==> src/rtl/pending_write_cam.sv <==
// Circular FIFO of in-flight store addresses with a combinational associative
// lookup port, so loads can detect read-after-write hazards against pending stores.
module pending_write_cam #(
  parameter int ADDR_WIDTH = 32,
  parameter int DEPTH      = 8,
  parameter int PTR_WIDTH  = 3
) (
  input  logic                  clk,
  input  logic                  reset,
  input  logic                  flush,
  input  logic                  enq_valid,
  input  logic [ADDR_WIDTH-1:0] enq_addr,
  output logic                  enq_ready,
  input  logic                  deq_ready,
  output logic                  deq_valid,
  output logic [ADDR_WIDTH-1:0] deq_addr,
  input  logic [ADDR_WIDTH-1:0] lookup_addr,
  output logic                  lookup_hit,
  output logic [DEPTH-1:0]      lookup_hit_vec,
  output logic [PTR_WIDTH:0]    count,
  output logic                  full,
  output logic                  empty
);

  localparam logic [PTR_WIDTH:0] FULL_COUNT = (PTR_WIDTH+1)'(DEPTH);

  logic [PTR_WIDTH-1:0]  head_q, head_d;
  logic [PTR_WIDTH-1:0]  tail_q, tail_d;
  logic [PTR_WIDTH:0]    count_q, count_d;
  logic [DEPTH-1:0]      valid_q, valid_d;
  logic [ADDR_WIDTH-1:0] addr_q [DEPTH];

  logic enq_fire;
  logic deq_fire;

  // Handshakes: a transfer happens on a rising edge where valid and ready are
  // both high; ready/valid depend only on registered state, never on the peer.
  assign full      = (count_q == FULL_COUNT);
  assign empty     = (count_q == '0);
  assign enq_ready = !full;
  assign deq_valid = !empty;
  assign count     = count_q;
  assign deq_addr  = addr_q[head_q];

  assign enq_fire = enq_valid && enq_ready;
  assign deq_fire = deq_ready && deq_valid;

  always_comb begin
    head_d  = head_q;
    tail_d  = tail_q;
    count_d = count_q;
    valid_d = valid_q;
    if (flush) begin
      head_d  = '0;
      tail_d  = '0;
      count_d = '0;
      valid_d = '0;
    end else begin
      // Enq and deq never touch the same slot: enq needs !full, deq needs !empty.
      if (enq_fire) begin
        valid_d[tail_q] = 1'b1;
        tail_d          = tail_q + 1'b1;
      end
      if (deq_fire) begin
        valid_d[head_q] = 1'b0;
        head_d          = head_q + 1'b1;
      end
      if (enq_fire && !deq_fire) begin
        count_d = count_q + 1'b1;
      end else if (deq_fire && !enq_fire) begin
        count_d = count_q - 1'b1;
      end
    end
  end

  always_ff @(posedge clk or posedge reset) begin
    if (reset) begin
      head_q  <= '0;
      tail_q  <= '0;
      count_q <= '0;
      valid_q <= '0;
    end else begin
      head_q  <= head_d;
      tail_q  <= tail_d;
      count_q <= count_d;
      valid_q <= valid_d;
    end
  end

  // Flush leaves stored addresses alone; cleared valid bits make them don't-care.
  always_ff @(posedge clk or posedge reset) begin
    if (reset) begin
      for (int i = 0; i < DEPTH; i++) begin
        addr_q[i] <= '0;
      end
    end else if (!flush && enq_fire) begin
      addr_q[tail_q] <= enq_addr;
    end
  end

  always_comb begin
    lookup_hit_vec = '0;
    for (int i = 0; i < DEPTH; i++) begin
      lookup_hit_vec[i] = valid_q[i] && (addr_q[i] == lookup_addr);
    end
  end

  assign lookup_hit = |lookup_hit_vec;

endmodule

==> config.mk <==
export PLATFORM = sky130hd
export DESIGN_NAME = pending_write_cam
export DESIGN_NICKNAME = d
export VERILOG_FILES = /design/src/rtl/pending_write_cam.sv
export SDC_FILE = /design/constraint.sdc
export NUM_CORES = 1
export LEC_CHECK = 0
export BUFFER_PORTS_ARGS = -buffer_cell sky130_fd_sc_hd__clkbuf_2
export CORE_UTILIZATION = 61
export DETAILED_ROUTE_END_ITERATION = 7
export PLACE_DENSITY = 0.81
export SKIP_CTS_REPAIR_TIMING = 1
export SYNTH_ARGS = -nofsm -noshare
export SYNTH_HDL_FRONTEND = slang
export SYNTH_SLANG_ARGS = --single-unit
==> constraint.sdc <==
create_clock -name clk -period 10.6 [get_ports clk]
set_clock_uncertainty 0.15 [all_clocks]
set_input_delay 1.06 -clock clk [delete_from_list [all_inputs] [get_ports clk]]
set_output_delay 1.06 -clock clk [all_outputs]
set_load 0.05 [all_outputs]
# Yosys cells after proc, flatten, opt, wreduce, memory -nomap -nowiden
# Cells that the tools add are included.
classes:
  addsub: 4
  n_lt_le_gt_ge: 7
  eq_ne: 9
  n_mux: 21
  n_bitwise: 5
  n_reduce_logical: 26
ops:
  columns: ["operator", "count"]
  rows:
  - ["$bwmux W256", 1]
  - ["$eq A32 B32 Y1", 8]
  - ["$bmux W32 S3", 1]
  - ["$demux W32 S3", 1]
  - ["$mux W32", 3]
  - ["$mux W8", 4]
  - ["$logic_and A1 B1 Y1", 16]
  - ["$mux W3", 4]
  - ["$mux W4", 3]
  - ["$and A8 B8 Y8", 1]
  - ["$ge A4 B4 Y1 const B", 2]
  - ["$lt A3 B4 Y1 const B", 2]
  - ["$not A3 Y4", 2]
  - ["$not A8 Y8", 1]
  - ["$or A8 B8 Y8", 1]
  - ["$reduce_or A8 Y1", 1]
  - ["$add A3 B1 Y3 const B", 2]
  - ["$demux W1 S3", 2]
  - ["$ge A3 B1 Y1 const B", 2]
  - ["$logic_not A1 Y1", 5]
  - ["$add A4 B1 Y4 const B", 1]
  - ["$eq A4 B4 Y1 const B", 1]
  - ["$logic_not A4 Y1", 1]
  - ["$lt A4 B1 Y1 const B", 1]
  - ["other kinds (4)", 6]
totals:
  regBits: 274
  input_bits: 69
  out_inout_bits: 49
  wordCells: 84

# Logic depth before layout (Yosys ltp)
logic_depth:
  word_depth: 10
  mapped_depth: 11
  depth_no_buf: 10

# Worst setup path before layout
# Ideal clock, no wire load.
synth_timing:
  kind: "input -> output"
  from: "input lookup_addr[25]"
  to: "output lookup_hit"
  arrival_time_ns: 3.627
  required_time_ns: 9.390
  slack_ns: 5.763
  cell_stages: 7
  n_path_buf: 1
  path_cell_list: "clkbuf_1 xor2_1 nor4_1 nand4_1 nor3_1 nor4_1 nand2_1"
synth_via:
  elab_chain_len: 3
  word_cells_on_any_way: 17
  cone_classes: "eq/ne (8); reduce/logical (9)"
synth_lines:
  columns: ["element", "line", "rtl"]
  rows:
  - ["start, declared", "17", "input logic [ADDR_WIDTH-1:0] lookup_addr,"]
  - ["$eq A32 B32 Y1", "104", "lookup_hit_vec[i] = valid_q[i] && (addr_q[i] == lookup_addr);"]
  - ["$logic_and A1 B1 Y1", "104", null]
  - ["net lookup_hit_vec[6]", "19", "output logic [DEPTH-1:0] lookup_hit_vec,"]
  - ["$reduce_or A8 Y1", "108", "assign lookup_hit = |lookup_hit_vec;"]
  - ["end, declared", "18", "output logic lookup_hit,"]
# The timed path passes the listed nets, and every way through them passes these cells.

# Final worst setup path
layout_timing:
  from: "register head_q[0]"
  to: "output deq_addr[18]"
layout_via:
  elab_chain_len: 4
layout_lines:
  columns: ["element", "line", "rtl"]
  rows:
  - ["start, declared", "27", "logic [PTR_WIDTH-1:0] head_q, head_d;"]
  - ["start signal, assigned", "78", "head_q <= '0;"]
  - ["start signal, assigned", "83", "head_q <= head_d;"]
  - ["$not A3 Y4 (implied by the code)", "43", "assign deq_addr = addr_q[head_q];"]
  - ["$bmux W32 S3", "43", null]
  - ["$mux W32 (implied by the code) (2 in series)", "43", null]
  - ["end, declared", "16", "output logic [ADDR_WIDTH-1:0] deq_addr,"]
# No other way between the ends. The select of a mux whose other input is x is not followed.

==> flow_summary.toml <==
[worst_setup_path]
path_cells = "buf_4, mux4_2, mux2_2, clkbuf_2"
cpMaxStageDelayCell = "buf_4"
worstPathArrival_ns = 3.31
start_kind = "register"
slowest_delay_ns = 0.77
crit_type = "reg -> out"
cp_max_fo = 42
required_ns = 9.39
end_kind = "output port"

[grt]
grt_pass1_wl_um = 69800
grt_use_total_pct = 36.8
overflow = 0
grt_max_degree = 124
antenna_found_initial = 0
first_global_vias = 10400

[sta]
setup-tns-final_ns = 0
period_share_pct = 42.6
finalSetupViolations = 0
slew_violations = 0
finalHoldViolCount = 0
tightest_slew_ns = 1.18
slew_headroom_pct = 21.4
grt_setup_unrepaired = "false"
fmax_ghz = 0.221
timing.final.crit_period_ns = 4.52

[detailed_routing]
vias = 10400
drc = 0
drtPass1Iterations = 5
wl_per_cell_um = 29.5
drt_iter0_drc = 1192
drtAntennaViolNets = 0
via_per_inst = 6.62
wirelength_um = 46400

[cts]
numCtsBuffers = 29
clk_path_buf_depth = 3
clockRootBuffer = "clkbuf_16"
worstSkewPairLatency_ns = 0.56
cts_tree = "done"
htreeDepth = 1
cts.sinks = 274
clk_pin_slew_ns = 0.06

[pwr]
switching_share_pct = 40.5
intPower_mw = 2.60
switchingPower_mw = 1.77
seqPwrFrac_pct = 35.8
p_per_area_nw_per_um2 = 256
power_leakage_nw = 8.25
pwr-share-clk_pct = 24.3
pwr-share-comb_pct = 39.9
vdd_drop_max_v = 0.000223

[layout]
seq_area_sq_um = 6870
final_area_sq_um = 17100
nFillCells = 1736
num_antenna_cells = 0
synthToLayoutAreaGrowth_pct = 10.5
layout.nets = 1299
multi_input_area_sq_um = 8150
final_cell_mix = "271 x dfrtp_1, 255 x mux2_2, 250 x xor2_1"
layout_commonest_cell = "dfrtp_1"
drive_above_1_share_pct = 43.3

[synth]
ys_ff_latch = 274
syn-cell-area_sq_um = 15500
synthArstFlopShare_pct = 100
ys_seq_area_share_pct = 44.3
syn_nets = 1223
ys_warn_count = 0
ys.flop_type = "dfrtp_1"
synth_edf_count = 0
ys_types = 41
synth.avg_cell_area_sq_um = 13.5
syn_inst = 1149

[floorplan]
io_pins = 118
rows = 57
die_h_um = 161
core_area_sq_um = 24600
initial_core_util_pct = 63.0
die_x_um = 161
dieArea_sq_um = 26000

[status]
status = "finished, final reports clean"

[flow_run]
maxCapViolations = 0

[placed_design]
place.gp.congestion = 1.02
detailed_place.area_sq_um = 16100
place_hpwl_um = 32300
numPortBuffers = 117

[hold_path]
hold_path_class = "reg -> reg"
Yosys cell counts (all sizes together) (2+ instances only):
master  count  area share, %
nor2       13           0.36
mux4       64            9.3
nand2      21           0.57
and2        2          0.097
nor2b       3           0.12
inv         7           0.17
xnor2      12           0.68
clkbuf     45            1.1
nand3      21           0.78
dfrtp     274             44
nor4       59            2.4
buf        37            1.9
nand4      10           0.60
a22oi       6           0.29
mux2      288             22
a21oi       5           0.16
nor3       17           0.55
ha          4           0.32
xor2      250             14
final cells by class:
| type | instances | area share, % |
|---|---|---|
| clock buffer | 43 | 5.13 |
| clock inverter | 11 | 0.760 |
| inverter | 8 | 0.219 |
| multi-input combinational | 785 | 47.6 |
| sequential | 274 | 40.1 |
| tap | 324 | 2.37 |
| timing repair buffer | 127 | 3.86 |
power by group through the flow:
stage          Clock [mW]  Sequential, mW  Combinational (mW)
2_1_floorplan           0            1.48                1.32
3_3_place_gp            0            1.56                1.70
3_5_place_dp            0            1.57                1.72
4_1_cts              1.07            1.56                1.73
5_1_grt              1.11            1.60                1.81
6_report             1.06            1.57                1.75
flip-flops by register name, indices dropped and copies added (netlist names):
| signal | count |
|---|---|
| addr_q | 256 |
| count | 4 |
| head_q | 3 |
| tail_q | 3 |
| valid_q | 8 |
metal layers:
layer / track usage [%] / wire [um] / vias to the layer above
li1: - / - / 4281
met1: 52.7 / 18700 / 5392
met2: 56.3 / 21300 / 603
met3: 5.19 / 4000 / 128
met4: 16.7 / 2430 / 0
met5: 0 / 0 / -
per-stage QoR:
stage	worst slack [ns]	util (%)	power, mW	hold WS [ns]	std cells
2_1_floorplan	1.84	-	2.80	0.352	1149
3_3_place_gp	6.21	65.5	3.26	0.365	1518
3_5_place_dp	6.27	65.5	3.29	0.378	1518
4_1_cts	6.05	69.6	4.36	0.392	1572
5_1_grt	5.97	69.6	4.52	0.414	1572
6_report	6.08	69.6	4.38	0.389	1572
logic make-up after synthesis:
family          share of synthesized area (%)
mux                                      31.0
flops                                    44.3
compound gates                          0.678
buf+inv                                  3.16
fa+ha+maj                               0.452
xor+xnor                                 14.8
simple gates                             5.63
worst max-delay path: cells and delay by family, from the launching register on:
family,cells,cell delay (ns)
DFF,1,0.75
muxes,2,0.93
buffers and inverters,2,1.02
worst paths after layout:
check,slack [ns],from,cells past startpoint,to
setup / recovery,6.08,head_q[0],4,deq_addr[18]
hold / removal,0.39,addr_q[68],1,addr_q[68]
setup reg to reg,7.60,count[0],6,addr_q[188]
hold reg to reg,0.39,addr_q[68],1,addr_q[68]
max in group asynchronous,8.15,reset,3,addr_q[181]
min in group asynchronous,0.53,reset,2,count[0]
No activity file was read; power rests on OpenSTA's default activity.
